===== config.mk =====
export PLATFORM = sky130hd
export DESIGN_NAME = memory_arbiter
export DESIGN_NICKNAME = d
export VERILOG_FILES = /design/src/rtl/memory_arbiter_pkg.sv /design/src/rtl/memory_arbiter_watchdog.sv /design/src/rtl/memory_arbiter.sv
export SDC_FILE = /design/constraint.sdc
export NUM_CORES = 1
export LEC_CHECK = 0
export BUFFER_PORTS_ARGS = -buffer_cell sky130_fd_sc_hd__buf_4
export CAP_MARGIN = 20
export CELL_PAD_IN_SITES_DETAIL_PLACEMENT = 0
export CELL_PAD_IN_SITES_GLOBAL_PLACEMENT = 1
export CORE_MARGIN = 2
export CORE_UTILIZATION = 28
export DETAILED_ROUTE_END_ITERATION = 6
export MAX_ROUTING_LAYER = met4
export PLACE_DENSITY = 0.81
export RECOVER_POWER = 100
export SLEW_MARGIN = 20
export SYNTH_ARGS = -nofsm -noshare
export SYNTH_HDL_FRONTEND = slang
export SYNTH_SLANG_ARGS = --single-unit

===== constraint.sdc =====
create_clock -name CLK -period 2.6 [get_ports CLK]
set_input_delay 0.26 -clock CLK [delete_from_list [all_inputs] [get_ports CLK]]
set_output_delay 0.26 -clock CLK [all_outputs]
set_load 0.05 [all_outputs]

===== src/rtl/memory_arbiter_pkg.sv =====
// Shared types for the memory arbiter: RAM handshake states, arbiter FSM states, watchdog limits.
package memory_arbiter_pkg;

    typedef logic [31:0] word_t;

    typedef enum logic [1:0] {
        FREE   = 2'd0,
        BUSY   = 2'd1,
        ACCESS = 2'd2,
        ERROR  = 2'd3
    } ramstate_t;

    typedef enum logic [1:0] {
        IDLE = 2'd0,
        DACC = 2'd1,
        IACC = 2'd2,
        ERR  = 2'd3
    } arb_state_t;

    localparam int MEM_TIMEOUT = 16;
    localparam int MEM_CNT_W   = 5;

endpackage


===== src/rtl/memory_arbiter_watchdog.sv =====
// Saturating stall counter for a granted RAM access; expired flags the TIMEOUT-th stalled cycle.
// Latency: expired is combinational on en, so the FSM can leave on that same cycle's edge.
module mem_watchdog
    import memory_arbiter_pkg::*;
#(
    parameter int TIMEOUT = MEM_TIMEOUT,
    parameter int CNT_W   = MEM_CNT_W
) (
    input  logic CLK,
    input  logic RST,
    input  logic en,
    input  logic clr,
    output logic expired
);

    localparam logic [CNT_W-1:0] LIMIT = CNT_W'(TIMEOUT);
    localparam logic [CNT_W-1:0] LAST  = CNT_W'(TIMEOUT - 1);

    logic [CNT_W-1:0] cnt;

    always_ff @(posedge CLK or posedge RST) begin
        if (RST) begin
            cnt <= '0;
        end else if (clr) begin
            cnt <= '0;
        end else if (en && (cnt < LIMIT)) begin
            cnt <= cnt + 1'b1;
        end
    end

    // cnt counts previous stalled cycles, so the current one is the TIMEOUT-th when cnt hits LAST
    assign expired = en && (cnt >= LAST);

endmodule


===== src/rtl/memory_arbiter.sv =====
// Arbitrates datapath fetch vs load/store onto one single-ported RAM; data access wins over fetch.
// Latency: 1 idle grant cycle then RAM-paced; requesters are held with iwait/dwait until ACCESS.
module memory_arbiter
    import memory_arbiter_pkg::*;
#(
    parameter int TIMEOUT = MEM_TIMEOUT,
    parameter int CNT_W   = MEM_CNT_W
) (
    input  logic        CLK,
    input  logic        RST,
    input  logic        iREN,
    input  logic [31:0] iaddr,
    input  logic        dREN,
    input  logic        dWEN,
    input  logic [31:0] daddr,
    input  logic [31:0] dstore,
    output logic        iwait,
    output logic [31:0] iload,
    output logic        dwait,
    output logic [31:0] dload,
    output logic        ramREN,
    output logic        ramWEN,
    output logic [31:0] ramaddr,
    output logic [31:0] ramstore,
    input  logic [31:0] ramload,
    input  logic [1:0]  ramstate,
    output logic        mem_err
);

    arb_state_t state, next_state;
    ramstate_t  rs;
    word_t      addr_q, store_q;
    logic       op_store_q;
    logic       cap_d, cap_i, wd_en, owner_req, expired;

    assign rs = ramstate_t'(ramstate);

    mem_watchdog #(
        .TIMEOUT (TIMEOUT),
        .CNT_W   (CNT_W)
    ) u_watchdog (
        .CLK     (CLK),
        .RST     (RST),
        .en      (wd_en),
        .clr     (!wd_en),
        .expired (expired)
    );

    always_ff @(posedge CLK or posedge RST) begin
        if (RST) begin
            state      <= IDLE;
            addr_q     <= '0;
            store_q    <= '0;
            op_store_q <= 1'b0;
        end else begin
            state <= next_state;
            if (cap_d) begin
                addr_q     <= daddr;
                store_q    <= dstore;
                op_store_q <= dWEN;
            end else if (cap_i) begin
                addr_q     <= iaddr;
                op_store_q <= 1'b0;
            end
        end
    end

    always_comb begin
        next_state = state;
        cap_d      = 1'b0;
        cap_i      = 1'b0;
        wd_en      = 1'b0;
        owner_req  = 1'b0;
        case (state)
            IDLE: begin
                if (dREN || dWEN) begin
                    next_state = DACC;
                    cap_d      = 1'b1;
                end else if (iREN) begin
                    next_state = IACC;
                    cap_i      = 1'b1;
                end
            end
            DACC, IACC: begin
                wd_en     = (rs != ACCESS);
                owner_req = (state == DACC) ? (dREN || dWEN) : iREN;
                // RAM error outranks completion; a dropped request is a flush and returns quietly
                if (rs == ERROR) begin
                    next_state = ERR;
                end else if (rs == ACCESS) begin
                    next_state = IDLE;
                end else if (!owner_req) begin
                    next_state = IDLE;
                end else if (expired) begin
                    next_state = ERR;
                end
            end
            default: next_state = ERR;
        endcase
    end

    assign ramREN   = (state == IACC) || ((state == DACC) && !op_store_q);
    assign ramWEN   = (state == DACC) && op_store_q;
    assign ramaddr  = addr_q;
    assign ramstore = store_q;
    assign iload    = ramload;
    assign dload    = ramload;
    assign iwait    = !((state == IACC) && (rs == ACCESS));
    assign dwait    = !((state == DACC) && (rs == ACCESS));
    assign mem_err  = (state == ERR);

endmodule


==> results.yml <==
critical_path:
  start_kind: "flip-flop"
  cp-end-kind: "flip-flop"
  cp_max_fo: 25
  crit_start: "state[0]"
  crit_path_cell_trace: "inv_1 > ha_1 > o21ai_0 > buf_4 > mux2_2"
  r2r_start: "state[0]"
  critPathSlowestCell: "o21ai_0"
  critical_path_class: "flip-flop to flip-flop"
  cp_slowest_stage_delay_ns: 0.46
  critical_path_arrival_ns: 2.39
  cp_num_buf_inv: 2
  cp_top_family: "buffers and inverters"
  cp.required_ns: 2.81
layout:
  final_common_cell: "buf_4"
  multiInputGateArea_sq_um: 1160
  regArea_sq_um: 1802
  final_util_pct: 36.86
  n_fill_cell: 1354
  final_cell_mix: "buf_4 (105), dfrtp_1 (72), clkbuf_1 (70), nor2_1 (37), a21oi_1 (34)"
  area_growth_pct: 29.87
  nets: 578
  finalInstanceArea_sq_um: 4613
  drive_above_1_share_pct: 35.75
  antennaDiodeCount: 0
status:
  outcome: "finished clean"
global_route:
  grt_max_degree: 49
  grt_usage_pct: 14.07
  antenna_found_initial: 0
  grt_pass1_vias: 2940
  grt_pass1_wl_mm: 14.48
  grt_remaining_overflow: 0
timing:
  timing.final.crit_share_pct: 83.89
  finalWorstSetupSlack_ns: 0.4188
  finalSetupViolCount: 0
  layout_min_cycle_time_ns: 2.181
  fmax_mhz: 458.5
  maxSlewHeadroom_pct: 17.82
  rsz0062_at_grt: "no"
  tns_ns: 0
  worstMarginPinSlew_ns: 1.233
  drv_slew: 0
  hold_viol: 0
  fin_skew_ns: 0.004557
routing:
  initialDrtViolationCount: 91
  vias: 2734
  drt-wirelength-per-cell_um: 15.36
  dr_wl_met3_um: 628
  drc_errors: 0
  drt_pass1_iterations: 4
  routed_wl_mm: 9.431
  wl_met2_mm: 4.653
  top_layer: "met4"
  viasPerCell: 4.453
  detail-route-antenna-nets: 0
  drt-met1-wl_mm: 3.902
clocking:
  cts_sinks: 72
  h-tree-depth: 3
  cts_resized: 0
  cts_hold_buf: 0
  post_cts_buffers: 0
  clockBufferDepth: 2
  cts_buffers: 9
  clk_latency_ns: 0.33
  cts_tree: "yes"
  root_buffer: "clkbuf_16"
  clk_pin_slew_worst_paths_ns: 0.06
floorplan:
  dieArea_sq_um: 13600
  rows: 41
  fp.dieW_um: 116.6
  die_h_um: 116.6
  core_sq_um: 12520
  initial_core_util_pct: 28.38
  io_pins: 268
pwr:
  p_int_uw: 3464
  power.density_nw_per_um2: 1532
  switchingPower_uw: 3602
  power.leakage_uw: 0.002020
  p_comb_share_pct: 52.7
  swShare_pct: 50.97
  max-vdd-ir-drop_v: 0.0007285
  clockPowerShare_pct: 19.4
  p_seq_share_pct: 27.9
logic_synthesis:
  yosys_register_bits: 72
  synthDistinctLibCells: 32
  syn_area_sq_um: 3552
  ys_warn_count: 0
  netlist_instances: 329
  ys_seq_area_share_pct: 50.72
  avgSynthCellArea_sq_um: 10.80
  syn_nets: 470
worst_hold_path:
  hp-class: "input pin to async pin"
placement:
  gp_congestion: 0.7304
  dpl.hpwl_mm: 7.108
  io_buffer_count: 171
  pre_cts_slack_ns: 0.6602
  postPlaceCellArea_sq_um: 4564
flow_run:
  drv_cap: 0
## cells by family (layout without fill, tap and decap cells)
| group | Yosys count | in the layout | share of synthesized area (%) |
|---|---|---|---|
| buffers and inverters | 87 | 200 | 16.52 |
| AO/OA/AOI/OAI | 76 | 76 | 13.10 |
| flip-flops | 72 | 72 | 50.72 |
| AND/OR/NAND/NOR | 53 | 53 | 6.622 |
| multiplexers | 33 | 33 | 10.43 |
| adder cells (fa/ha/maj) | 6 | 6 | 2.113 |
| XOR/XNOR | 2 | 2 | 0.4932 |
## final cells by class
class	instances	share of cell area [%]
clock buffer	10	5.180
clock inverter	6	1.980
inverter	6	0.4882
multi-input combinational	170	25.14
sequential	72	39.06
tap	172	4.665
timing repair buffer	178	23.49
## stage by stage
stage | instances | power, uW | hold slack (ns)
3_5_place_dp | 598 | 6250 | 0.3549
6_report | 614 | 7066 | 0.1478
2_1_floorplan | 329 | 5161 | 0.3997
4_1_cts | 614 | 7636 | 0.002596
3_3_place_gp | 598 | 6166 | 0.3486
5_1_grt | 614 | 7471 | 0.1516
## Yosys cell counts
cell | instances | area, sq um
nor2_4 | 1 | 11.26
mux2_2 | 32 | 360.4
clkbuf_1 | 7 | 26.28
and2_1 | 1 | 6.260
nand4_1 | 1 | 6.260
o21ai_2 | 1 | 8.760
nor4b_1 | 1 | 8.760
o21ai_0 | 2 | 10.01
a31oi_1 | 1 | 6.260
buf_4 | 67 | 503.0
inv_1 | 6 | 22.52
a21oi_1 | 34 | 170.2
nor2b_1 | 2 | 12.51
nor2_1 | 37 | 138.9
a2bb2oi_1 | 2 | 17.52
xor2_1 | 1 | 8.760
or3_1 | 1 | 6.260
dfrtp_1 | 72 | 1802
and3_1 | 2 | 12.51
o22ai_1 | 32 | 200.2
nor4_1 | 1 | 6.260
a21o_1 | 1 | 7.510
buf_2 | 7 | 35.03
nand3_1 | 1 | 5.000
ha_1 | 6 | 75.07
nand2_1 | 4 | 15.01
a2111oi_4 | 1 | 27.53
mux2i_1 | 1 | 10.01
xnor2_1 | 1 | 8.760
nand2b_1 | 1 | 6.260
a22o_1 | 1 | 8.760
o31a_1 | 1 | 8.760
## power by group through the flow
stage,registers [uW],clock network [uW],logic (uW)
global placement,1980,0,4180
finish,1970,1370,3720
CTS,1990,1400,4240
floorplan,3700,0,1460
global route,2050,1460,3970
detailed placement,2010,0,4240
## worst paths after layout
path	endpoint	slack (ns)	cells after the start
max in group asynchronous	state[1]	0.72	3
max	ramstore[8]	0.42	5
min	ramstore[22]	0.15	2
min in group CLK	ramstore[30]	0.16	2
max reg2reg	ramstore[8]	0.42	5
min reg2reg	ramstore[29]	0.50	1
## metal layers
metal	track usage, %	vias to the layer above
met5	-	-
met4	6.196	0
met3	3.321	29
met2	22.52	102
met1	17.00	1314
li1	-	1289
## state kept, by name, summed over array words and instances (netlist names)
| signal | flops |
|---|---|
| op_store_q | 1 |
| ramaddr | 32 |
| state | 2 |
| u_watchdog.cnt | 5 |
| ramstore | 32 |
No activity file was read; power rests on OpenSTA's default activity.
